[src/rtl/seq_multiplier.sv]
// Radix-2 shift-add multiplier for RV32M MUL/MULH/MULHSU/MULHU.
// One add per cycle on operand magnitudes; the sign is applied once on completion.
module seq_multiplier #(
    parameter int unsigned WIDTH = 32
) (
    input  logic                 clk_i,
    input  logic                 rst_i,
    input  logic                 start_i,
    input  logic [1:0]           op_i,
    input  logic [WIDTH-1:0]     multiplicand_i,
    input  logic [WIDTH-1:0]     multiplier_i,
    output logic                 busy_o,
    output logic                 valid_o,
    output logic [WIDTH-1:0]     result_o,
    output logic [2*WIDTH-1:0]   product_o
);

    localparam int unsigned CW = $clog2(WIDTH + 1);
    localparam logic [1:0] OP_MUL    = 2'b00;
    localparam logic [1:0] OP_MULH   = 2'b01;
    localparam logic [1:0] OP_MULHSU = 2'b10;

    typedef enum logic [1:0] {IDLE, CALC, DONE} state_t;

    state_t                state;
    state_t                state_next;
    logic [CW-1:0]         count;
    logic [1:0]            op;
    logic                  neg;
    logic [WIDTH-1:0]      mcand;
    logic [WIDTH-1:0]      mplier;
    logic [2*WIDTH:0]      acc;

    logic                  a_neg;
    logic                  b_neg;
    logic [WIDTH-1:0]      a_mag;
    logic [WIDTH-1:0]      b_mag;
    logic [WIDTH:0]        upper_sum;
    logic [2*WIDTH:0]      acc_step;
    logic [2*WIDTH-1:0]    final_prod;

    // Magnitudes: negating the most negative value wraps to 2^(WIDTH-1), which is
    // exactly the unsigned magnitude we want.
    always_comb begin
        a_neg = ((op_i == OP_MULH) || (op_i == OP_MULHSU)) && multiplicand_i[WIDTH-1];
        b_neg = (op_i == OP_MULH) && multiplier_i[WIDTH-1];
        a_mag = a_neg ? -multiplicand_i : multiplicand_i;
        b_mag = b_neg ? -multiplier_i : multiplier_i;
    end

    always_comb begin
        upper_sum  = mplier[0] ? ({1'b0, acc[2*WIDTH-1:WIDTH]} + {1'b0, mcand})
                               : acc[2*WIDTH:WIDTH];
        acc_step   = {upper_sum, acc[WIDTH-1:0]} >> 1;
        final_prod = neg ? -acc_step[2*WIDTH-1:0] : acc_step[2*WIDTH-1:0];
    end

    always_ff @(posedge clk_i or posedge rst_i) begin
        if (rst_i) begin
            state <= IDLE;
        end else begin
            state <= state_next;
        end
    end

    always_comb begin
        state_next = state;
        busy_o     = 1'b0;
        valid_o    = 1'b0;
        case (state)
            IDLE: begin
                if (start_i) begin
                    state_next = CALC;
                end
            end
            CALC: begin
                busy_o = 1'b1;
                if (count == CW'(1)) begin
                    state_next = DONE;
                end
            end
            DONE: begin
                valid_o    = 1'b1;
                state_next = IDLE;
            end
            default: state_next = IDLE;
        endcase
    end

    always_ff @(posedge clk_i or posedge rst_i) begin
        if (rst_i) begin
            count     <= '0;
            op        <= '0;
            neg       <= 1'b0;
            mcand     <= '0;
            mplier    <= '0;
            acc       <= '0;
            result_o  <= '0;
            product_o <= '0;
        end else begin
            case (state)
                IDLE: begin
                    if (start_i) begin
                        op     <= op_i;
                        neg    <= a_neg ^ b_neg;
                        mcand  <= a_mag;
                        mplier <= b_mag;
                        acc    <= '0;
                        count  <= CW'(WIDTH);
                    end
                end
                CALC: begin
                    acc    <= acc_step;
                    mplier <= mplier >> 1;
                    count  <= count - 1'b1;
                    if (count == CW'(1)) begin
                        product_o <= final_prod;
                        result_o  <= (op == OP_MUL) ? final_prod[WIDTH-1:0]
                                                    : final_prod[2*WIDTH-1:WIDTH];
                    end
                end
                default: ;
            endcase
        end
    end

endmodule

[config.mk]
export PLATFORM = sky130hd
export DESIGN_NAME = seq_multiplier
export DESIGN_NICKNAME = d
export VERILOG_FILES = /design/src/rtl/seq_multiplier.sv
export SDC_FILE = /design/constraint.sdc
export NUM_CORES = 1
export LEC_CHECK = 0
export CAP_MARGIN = 25
export CORE_MARGIN = 3
export CORE_UTILIZATION = 40
export DETAILED_ROUTE_END_ITERATION = 7
export HOLD_SLACK_MARGIN = 0.05
export PLACE_DENSITY = 0.64
export SLEW_MARGIN = 25
export SYNTH_ARGS = -nofsm -noshare
export SYNTH_HDL_FRONTEND = slang
export SYNTH_SLANG_ARGS = --single-unit
[constraint.sdc]
create_clock -name clk_i -period 10.15 [get_ports clk_i]
set_input_delay 1.015 -clock clk_i [delete_from_list [all_inputs] [get_ports clk_i]]
set_output_delay 1.015 -clock clk_i [all_outputs]
set_load 0.005 [all_outputs]
==> summary by stage, run 1 <==
Status
The flow ran to the end, and the final reports show no timing, DRC or antenna violations.

Synth
The share of synthesized cell area in full adder, half adder and majority cells is 3.58%. The multiplexer share of the synthesized area is 1.71%. After synthesis, flip-flops and latches occupy 42.3% of the total area. The top cell type by area accounts for 42.3% of the synthesized area. Summing the areas of all compound-gate instances in the mapped netlist gives 23.1% of the synthesized area. The synthesized design spends more area on one cell type than any other, namely sky130_fd_sc_hd__dfrtp_1. The synthesized area is 13,800 um2. Of the total synthesized cell area, the portion taken by XOR and XNOR cells is 8.61%. The largest family of logic cells by synthesized area is compound AO/OA/AOI/OAI gates.

A synthesized cell averages 8.66 um2. When the netlist entered floorplanning its net count stood at 1,706. During synthesis, Yosys emitted a total of 0 warnings. The post-synthesis share of cell area spent on and, or, nand and nor gates is 17.3%.

The total of flip-flops plus latches after synthesis is 234. After synthesis, the cell types taking the most area are sky130_fd_sc_hd__dfrtp_1, sky130_fd_sc_hd__o21ai_0, sky130_fd_sc_hd__nand2_1. The synthesized instance count is 1,598.

Among all flip-flop cells after synthesis, the most frequent one is sky130_fd_sc_hd__dfrtp_1. Yosys mapped a number of flops with a built-in enable equal to 0. Counting instances in the post-synthesis netlist gives the leading cell types as sky130_fd_sc_hd__nand2_1, sky130_fd_sc_hd__dfrtp_1, sky130_fd_sc_hd__o21ai_0.

The share of async-settable or async-resettable flops after synthesis is 100%. The dominant cell by count in the synthesized netlist is sky130_fd_sc_hd__nand2_1. The synthesized netlist contains 77 unique library cells.

STA
The final number of max-transition violations is 0. Setup repair after global routing left no endpoint under its margin. The setup total negative slack is 0 ns.

The final critical-path required period is 4.77 ns. The largest clock skew in the final design is 0.0178 ns. Headroom to the max-slew limit came out at 33.1%. The final hold violation count was 0. The final worst hold slack is 0.472 ns.

The final period utilization is 47.0%. At the pin with the least slew margin, the transition time is 1.00 ns. Based on the critical path, the design can be clocked at up to 0.210 GHz. The final setup violation count is 0.

Power and ir drop
The final total power is 5.90 mW. The power density over cell area is 353 nW/um2. Across the VDD grid, the largest voltage drop is 0.000170 V. The analysis attributes to cell leakage a power of 7.06 nW.

Clocking
The cell chosen for the clock root is sky130_fd_sc_hd__clkbuf_16. In this run, post-CTS repair resized a total of 0 instances. The CTS tree is built.

The H-tree depth reported by CTS is 1. The total CTS buffers is 26. The post-CTS clock slew at the launch and capture registers of the worst setup and hold paths is 0.06 ns. In this run the deepest clock path goes through 3 buffers.

Clock tree synthesis found a total of 234 sinks. The post-cts hold buffer count is 0. The post-CTS setup buffer count is 0. The later pin in the worst-skew pair is clocked with a latency of 0.54 ns.

Finish
In the final layout, the share of cells above drive strength 1 is 5.72%. The number of antenna diodes in the final layout is 0. The footprint of the flip-flops and latches is 5860 um2. Compared with the post-synthesis result, the final layout area differs by 20.7%. The multi-input gate area in the final layout is 7540 um2.

The filler cells instantiated in the layout total 3,224. The post-layout net count is 1,819.

Detailed routing
In the routed design, unresolved DRC markers number 0. The wire length on met1 is 18,300 um. Dividing the detail-routed wire length by the instance count gives 18.7 um. The detail route stage leaves a number of antenna-violating nets equal to 0. After detailed routing, the number of vias per cell comes to 5.58. The number of iterations in the first detailed-routing pass is 5. The met3 layer wire length in the routed design is 2770 um. The top routing layer in use is met4. The DRC violation total after the first TritonRoute iteration is 775. The routed layout has 12,169 vias. In the detailed route, the total length drawn on met2 is 18,500 um. For this block, the routed nets add up to 40,700 um of wire.

Worst setup path
The maximum net fanout on the critical path is 45. The endpoint class of the critical path is a flip-flop. The endpoint of the lowest-slack register-to-register path is product_o[63]. The worst endpoint required time is 10.55 ns. The arrival time at the worst endpoint is 5.18 ns. The worst setup path is launched from a flip-flop. The worst setup path category is flip-flop to flip-flop. For flop-to-flop paths, the worst setup slack is 5.38 ns. The worst register-to-register path begins at mplier[0].

For the worst flop-to-flop path, the logic depth is 12.

Hold path
The worst hold path begins at product_o[45]. The worst hold path passes through 2 cells. The endpoint with the worst hold slack is product_o[45]. In this run the worst hold path is classified as flip-flop to flip-flop.

GRT
The overall track demand over capacity in global routing is 22.0%. The global-route wire length before repair is 65,100 um. Entering global routing, the biggest net connects 122 pins. The via count of the first global-routing pass is 11,878. The number of antenna violations at the first check in global routing is 0. The total overflow reported by the global router is 0.

Floorplan
The die boundary height is 192 um. In this run the count of I/O pins placed on the die edge is 167. The area of the die is 36,900 um2.

The region available for standard cell placement spans 33,800 um2. The chip width is 192 um. Row generation in the floorplan step produced 67 rows.

The initial cell density of the core is 41.0%.

Run
The max-capacitance violation count is 0.

Place
The final HPWL from detailed placement is 29,900 um. The total of buffers placed on input and output ports is 166. The global placer's final weighted congestion is 0.936.
==> worst max-delay path by stage <==
stage          depth (start not counted)  slack, ns      start             to
2_1_floorplan                          1       2.72      rst_i        acc[10]
6_report                              12       5.38  mplier[0]  product_o[63]
3_3_place_gp                          12       5.52  mplier[0]   result_o[27]
4_1_cts                               12       5.44  mplier[0]   result_o[27]
3_5_place_dp                          12       5.44  mplier[0]   result_o[27]
5_1_grt                               12       5.12  mplier[0]  product_o[63]
==> sequential cells by signal, summed over array words and instances, names as in the netlist <==
| name | flops |
|---|---|
| product_o | 64 |
| mcand | 32 |
| op | 2 |
| state | 2 |
| mplier | 32 |
| acc | 63 |
| count | 6 |
| neg | 1 |
| result_o | 32 |
==> final cells by class <==
cell class,instances,share of cell area [%]
multi-input combinational,1240,45.1
sequential,234,35.0
timing repair buffer,176,10.4
clock buffer,34,4.19
tap,448,3.35
clock inverter,14,1.10
inverter,33,0.786
==> worst max-delay path: stages (launching register included) <==
cell	delay (ns)
sky130_fd_sc_hd__dfrtp_2	0.59
sky130_fd_sc_hd__buf_4	0.49
sky130_fd_sc_hd__inv_1	0.47
sky130_fd_sc_hd__o2bb2ai_1	0.25
sky130_fd_sc_hd__nor3b_1	0.41
sky130_fd_sc_hd__nand3_1	0.20
sky130_fd_sc_hd__nor3_2	0.21
sky130_fd_sc_hd__nand4_1	0.31
sky130_fd_sc_hd__or4_4	0.67
sky130_fd_sc_hd__or3_4	0.44
sky130_fd_sc_hd__o31ai_2	0.28
sky130_fd_sc_hd__xor2_1	0.23
sky130_fd_sc_hd__o21ai_1	0.08
==> placed cells by master (no fill, tap or decap), types with 15 or more instances in the layout <==
master,count
sky130_fd_sc_hd__ha_1,38
sky130_fd_sc_hd__a21oi_1,101
sky130_fd_sc_hd__nand2_1,280
sky130_fd_sc_hd__nor3_1,35
sky130_fd_sc_hd__xnor2_1,64
sky130_fd_sc_hd__xor2_1,72
sky130_fd_sc_hd__clkdlybuf4s50_1,166
sky130_fd_sc_hd__a22o_1,44
sky130_fd_sc_hd__or3_1,15
sky130_fd_sc_hd__nor2_1,93
sky130_fd_sc_hd__a22oi_1,29
sky130_fd_sc_hd__a31oi_1,20
sky130_fd_sc_hd__dfrtp_1,233
sky130_fd_sc_hd__inv_1,29
sky130_fd_sc_hd__o21ai_0,216
sky130_fd_sc_hd__o31ai_1,21
sky130_fd_sc_hd__clkbuf_16,26
==> power by group <==
part,internal [mW],switching [mW],leakage [nW]
clock network,0.589,0.396,0.437
logic,1.31,1.91,3.75
registers,1.33,0.361,2.88
==> logic make-up (layout without fill, tap and decap cells) <==
logic type	Yosys count	in the layout
xor gates and xnor gates	136	136
DFF	234	234
adders and majority gates	39	39
and+or+nand+nor	528	528
buffers and inverters	124	257
muxes	22	22
AOI/OAI and AO/OA	515	515
==> stage by stage <==
stage	util [%]	std cells	instance area (um2)	setup slack (ns)
floorplan	-	1598	13800	2.72
global placement	46.8	2131	15800	5.52
detailed placement	46.8	2131	15800	5.44
CTS	49.5	2179	16700	5.44
global route	49.5	2179	16700	5.12
finish	49.5	2179	16700	5.38
==> routing by layer <==
layer	track usage, %	vias to the layer above
li1	-	5907
met1	30.7	5827
met2	35.3	365
met3	3.87	70
met4	5.97	0
met5	0	-
Note: power is estimated with default switching activity, not from simulation.
==> run 2: changes to the inputs <==
==> constraint.sdc (replaced) <==
create_clock -name clk_i -period 4.7 [get_ports clk_i]
set_input_delay 0.47 -clock clk_i [delete_from_list [all_inputs] [get_ports clk_i]]
set_output_delay 0.47 -clock clk_i [all_outputs]
set_load 0.005 [all_outputs]
==> run 2 against run 1 <==
Maximum frequency grew 7.0%. Sequential power grew 120%. Register-to-register slack lost 5.1 ns. Routed wire length grew 0.98%. Non-clock buffer count grew 18. Power grew 120%. Hold slack lost 0.053 ns. Clock power grew 130%. Die area is the same. Clock skew shrank 0.0075 ns. Sequential share of layout area shrank 0.45 points. Combinational power grew 120%.
==> summary by stage, run 2 (same netlist as run 1, synthesis figures left out) <==
Status
The run finished with clean final reports.

Detailed routing
The routed wire length came to 41,100 um (+0.98%). The DRC violation total after the first TritonRoute iteration is 937 (+21%). The per-cell via count in the routed design came to 5.56 (-0.42%). The mean routed wirelength per cell came to 18.7 um (+0.16%). The via total after detailed routing was 12,218 (+0.40%). The remaining antenna violation count came to 0 (unchanged). The number of iterations in the first detailed-routing pass is 5 (unchanged). The number of remaining DRC errors came to 0 (unchanged).

STA
The largest clock skew in the final design is 0.0102 ns (-0.00751 ns). The final worst hold slack is 0.419 ns (-0.0533 ns). The final number of max-transition violations is 0 (unchanged). The final critical-path required period is 4.46 ns (-0.311 ns). The final setup violation count came to 0 (unchanged). The relative max-transition margin is 34.9% (+1.8 points). The final period utilization is 94.9% (+48 points).

The slew at the pin closest to its max-slew limit is 0.974 ns (-0.0274 ns). The setup total negative slack is 0 ns (unchanged). Setup repair after global routing left no endpoint under its margin.

The highest clock frequency the design can meet is 0.224 GHz (+7.0%). The final hold violation count is 0 (unchanged).

Floorplan
The initial cell density of the core is 41.0% (unchanged). The I/O pin count is 167 (unchanged). The floorplan row count is 67 (unchanged).

The area of the die came to 36,900 um2 (unchanged). The chip width is 192 um (unchanged). The core area is 33,800 um2 (unchanged).

The die boundary height is 192 um (unchanged).

Clocking
The post-cts hold buffer count is 0 (unchanged). The CTS tree is built. The clock sink count is 234 (unchanged).

The cell chosen for the clock root is sky130_fd_sc_hd__clkbuf_16. The H-tree depth reported by CTS is 1 (unchanged). The total CTS buffers is 27 (+3.8%). The post-CTS clock slew at the launch and capture registers of the worst setup and hold paths is 0.06 ns (about the same).

The insertion delay to the later sink of the worst-skew pair came to 0.56 ns (+0.02 ns). The post-CTS setup buffer count was 0 (unchanged). The maximum clock insertion buffer count is 3 (unchanged).

GRT
The global-route wire length before repair is 65,400 um (+0.41%). The total overflow reported by the global router is 0 (unchanged). The overall track demand over capacity in global routing was 22.2% (+0.20 points). The via count of the first global-routing pass came to 11,900 (+0.19%). The number of antenna violations at the first check in global routing came to 0 (unchanged). The pin count of the biggest net entering global routing was 81 (-34%).

Finish
The antenna diode count is 0 (unchanged). product_o holds more flip-flops than any other register. The post-layout net count is 1,838 (+1.0%). The total non-filler cell area in the finished layout is 16,900 um2 (+1.3%). The library cell used most frequently in the layout, excluding fill and tap cells, is sky130_fd_sc_hd__nand2_1. The top cell types in the final layout, fill and taps aside, are sky130_fd_sc_hd__nand2_1, sky130_fd_sc_hd__dfrtp_1, sky130_fd_sc_hd__o21ai_0. The number of flip-flops under the largest register name came to 64 (unchanged). The area growth from synthesis to layout is 22.3%.

The largest registers in the layout are product_o: 64 flops, acc: 63 flops. The final cell count without fillers is 2,197 (+0.83%). The fraction of layout cells with a size suffix above 1 was 6.63% (+0.91 points).

Power and ir drop
The static power due to leakage was 7.17 nW (+1.5%). The power density over cell area came to 768 nW/um2 (+120%). The worst vdd rail ir drop is 0.000394 V (+130%).

Worst setup path
The critical path goes through ha_1 -> fa_1 -> a211oi_1 -> o21ai_2 -> a211oi_2 -> mux2_2 -> o211ai_1 -> or3_1 -> or4_4 -> or3_4 -> o21ai_1 -> xor2_1 -> a221o_1. The maximum net fanout on the critical path is 7 (-84%). The slowest cell on the critical path is sky130_fd_sc_hd__or4_4. The most critical setup path has its startpoint at acc[32]. The arrival time at the worst endpoint is 4.90 ns (-0.28 ns). By startpoint and endpoint, the worst setup path is classified as flip-flop to flip-flop. The largest incremental delay on the critical path came to 0.60 ns (-0.07 ns). STA classifies the critical path endpoint as a flip-flop.

In this run the critical register-to-register path is launched from acc[32]. The kind of launch point of the worst setup path is a flip-flop. The worst endpoint required time is 5.14 ns (-5.41 ns).

Place
The placed standard-cell area is 16,000 um2 (+0.85%). The total of buffers placed on input and output ports is 166 (unchanged). The placed cell count is 2,148 (+0.80%). The final HPWL from detailed placement is 30,800 um (+2.8%). The global placer's final weighted congestion is 0.916 (-2.2%).

Hold path
The path type of the worst min-delay path is primary input to asynchronous set/reset pin.

Run
The max-capacitance violation count is 0 (unchanged).
## run 2: final timing paths
check	to	slack [ns]	cells past startpoint
worst max-delay path	result_o[27]	0.24	13
max in group asynchronous	mcand[2]	3.07	3
worst min register to register	product_o[41]	0.47	2
worst min-delay path	acc[41]	0.42	2
min in group clk_i	product_o[41]	0.47	2
worst max register to register	result_o[27]	0.24	13
## run 2: worst max-delay path, delay by kind of cell, from the launching register on
kind | cells | cell delay, ns
AO/OA/AOI/OAI | 6 | 1.45
XOR/XNOR | 1 | 0.10
adder cells (fa/ha/maj) | 2 | 0.68
flip-flops | 1 | 0.39
multiplexers | 1 | 0.23
AND/OR/NAND/NOR | 3 | 1.50
## run 2: layer usage
metal | vias up | part of all wire, % | track usage [%]
met5 | - | 0 | 0
met4 | 0 | 2.9 | 6.30
met3 | 72 | 6.8 | 3.96
met2 | 367 | 45 | 35.7
met1 | 5819 | 45 | 30.8
li1 | 5960 | - | -
## run 2: final cells by class
class                           instances  area [um2]
Clock inverter                          7         154
Inverter                               33         128
Multi-Input combinational cell       1240        7550
Timing Repair Buffer                  194        1900
Tap cell                              448         561
Fill cell                            3209       16900
Sequential cell                       234        5860
Clock buffer                           41         778
## run 2: power breakdown
part           total (mW)  internal (mW)  switching [mW]
Sequential           3.65           2.88           0.771
Clock                2.23           1.36           0.866
Combinational        7.14           2.96            4.18
Total                13.0           7.19            5.82
## run 2: metrics by stage
stage          power [mW]  util, %  setup slack [ns]
2_1_floorplan        8.00        -             0.647
4_1_cts              13.0     50.0             0.232
6_report             13.0     50.1             0.238
3_5_place_dp         10.7     47.2             0.254
3_3_place_gp         10.6     47.2             0.347
5_1_grt              14.0     50.1           0.00410
## run 2: repair_timing
item | in CTS | in global routing
endpoints found under the setup margin | 0 | 9
resized for setup | 0 | 3
endpoints found under the hold margin | 0 | 0
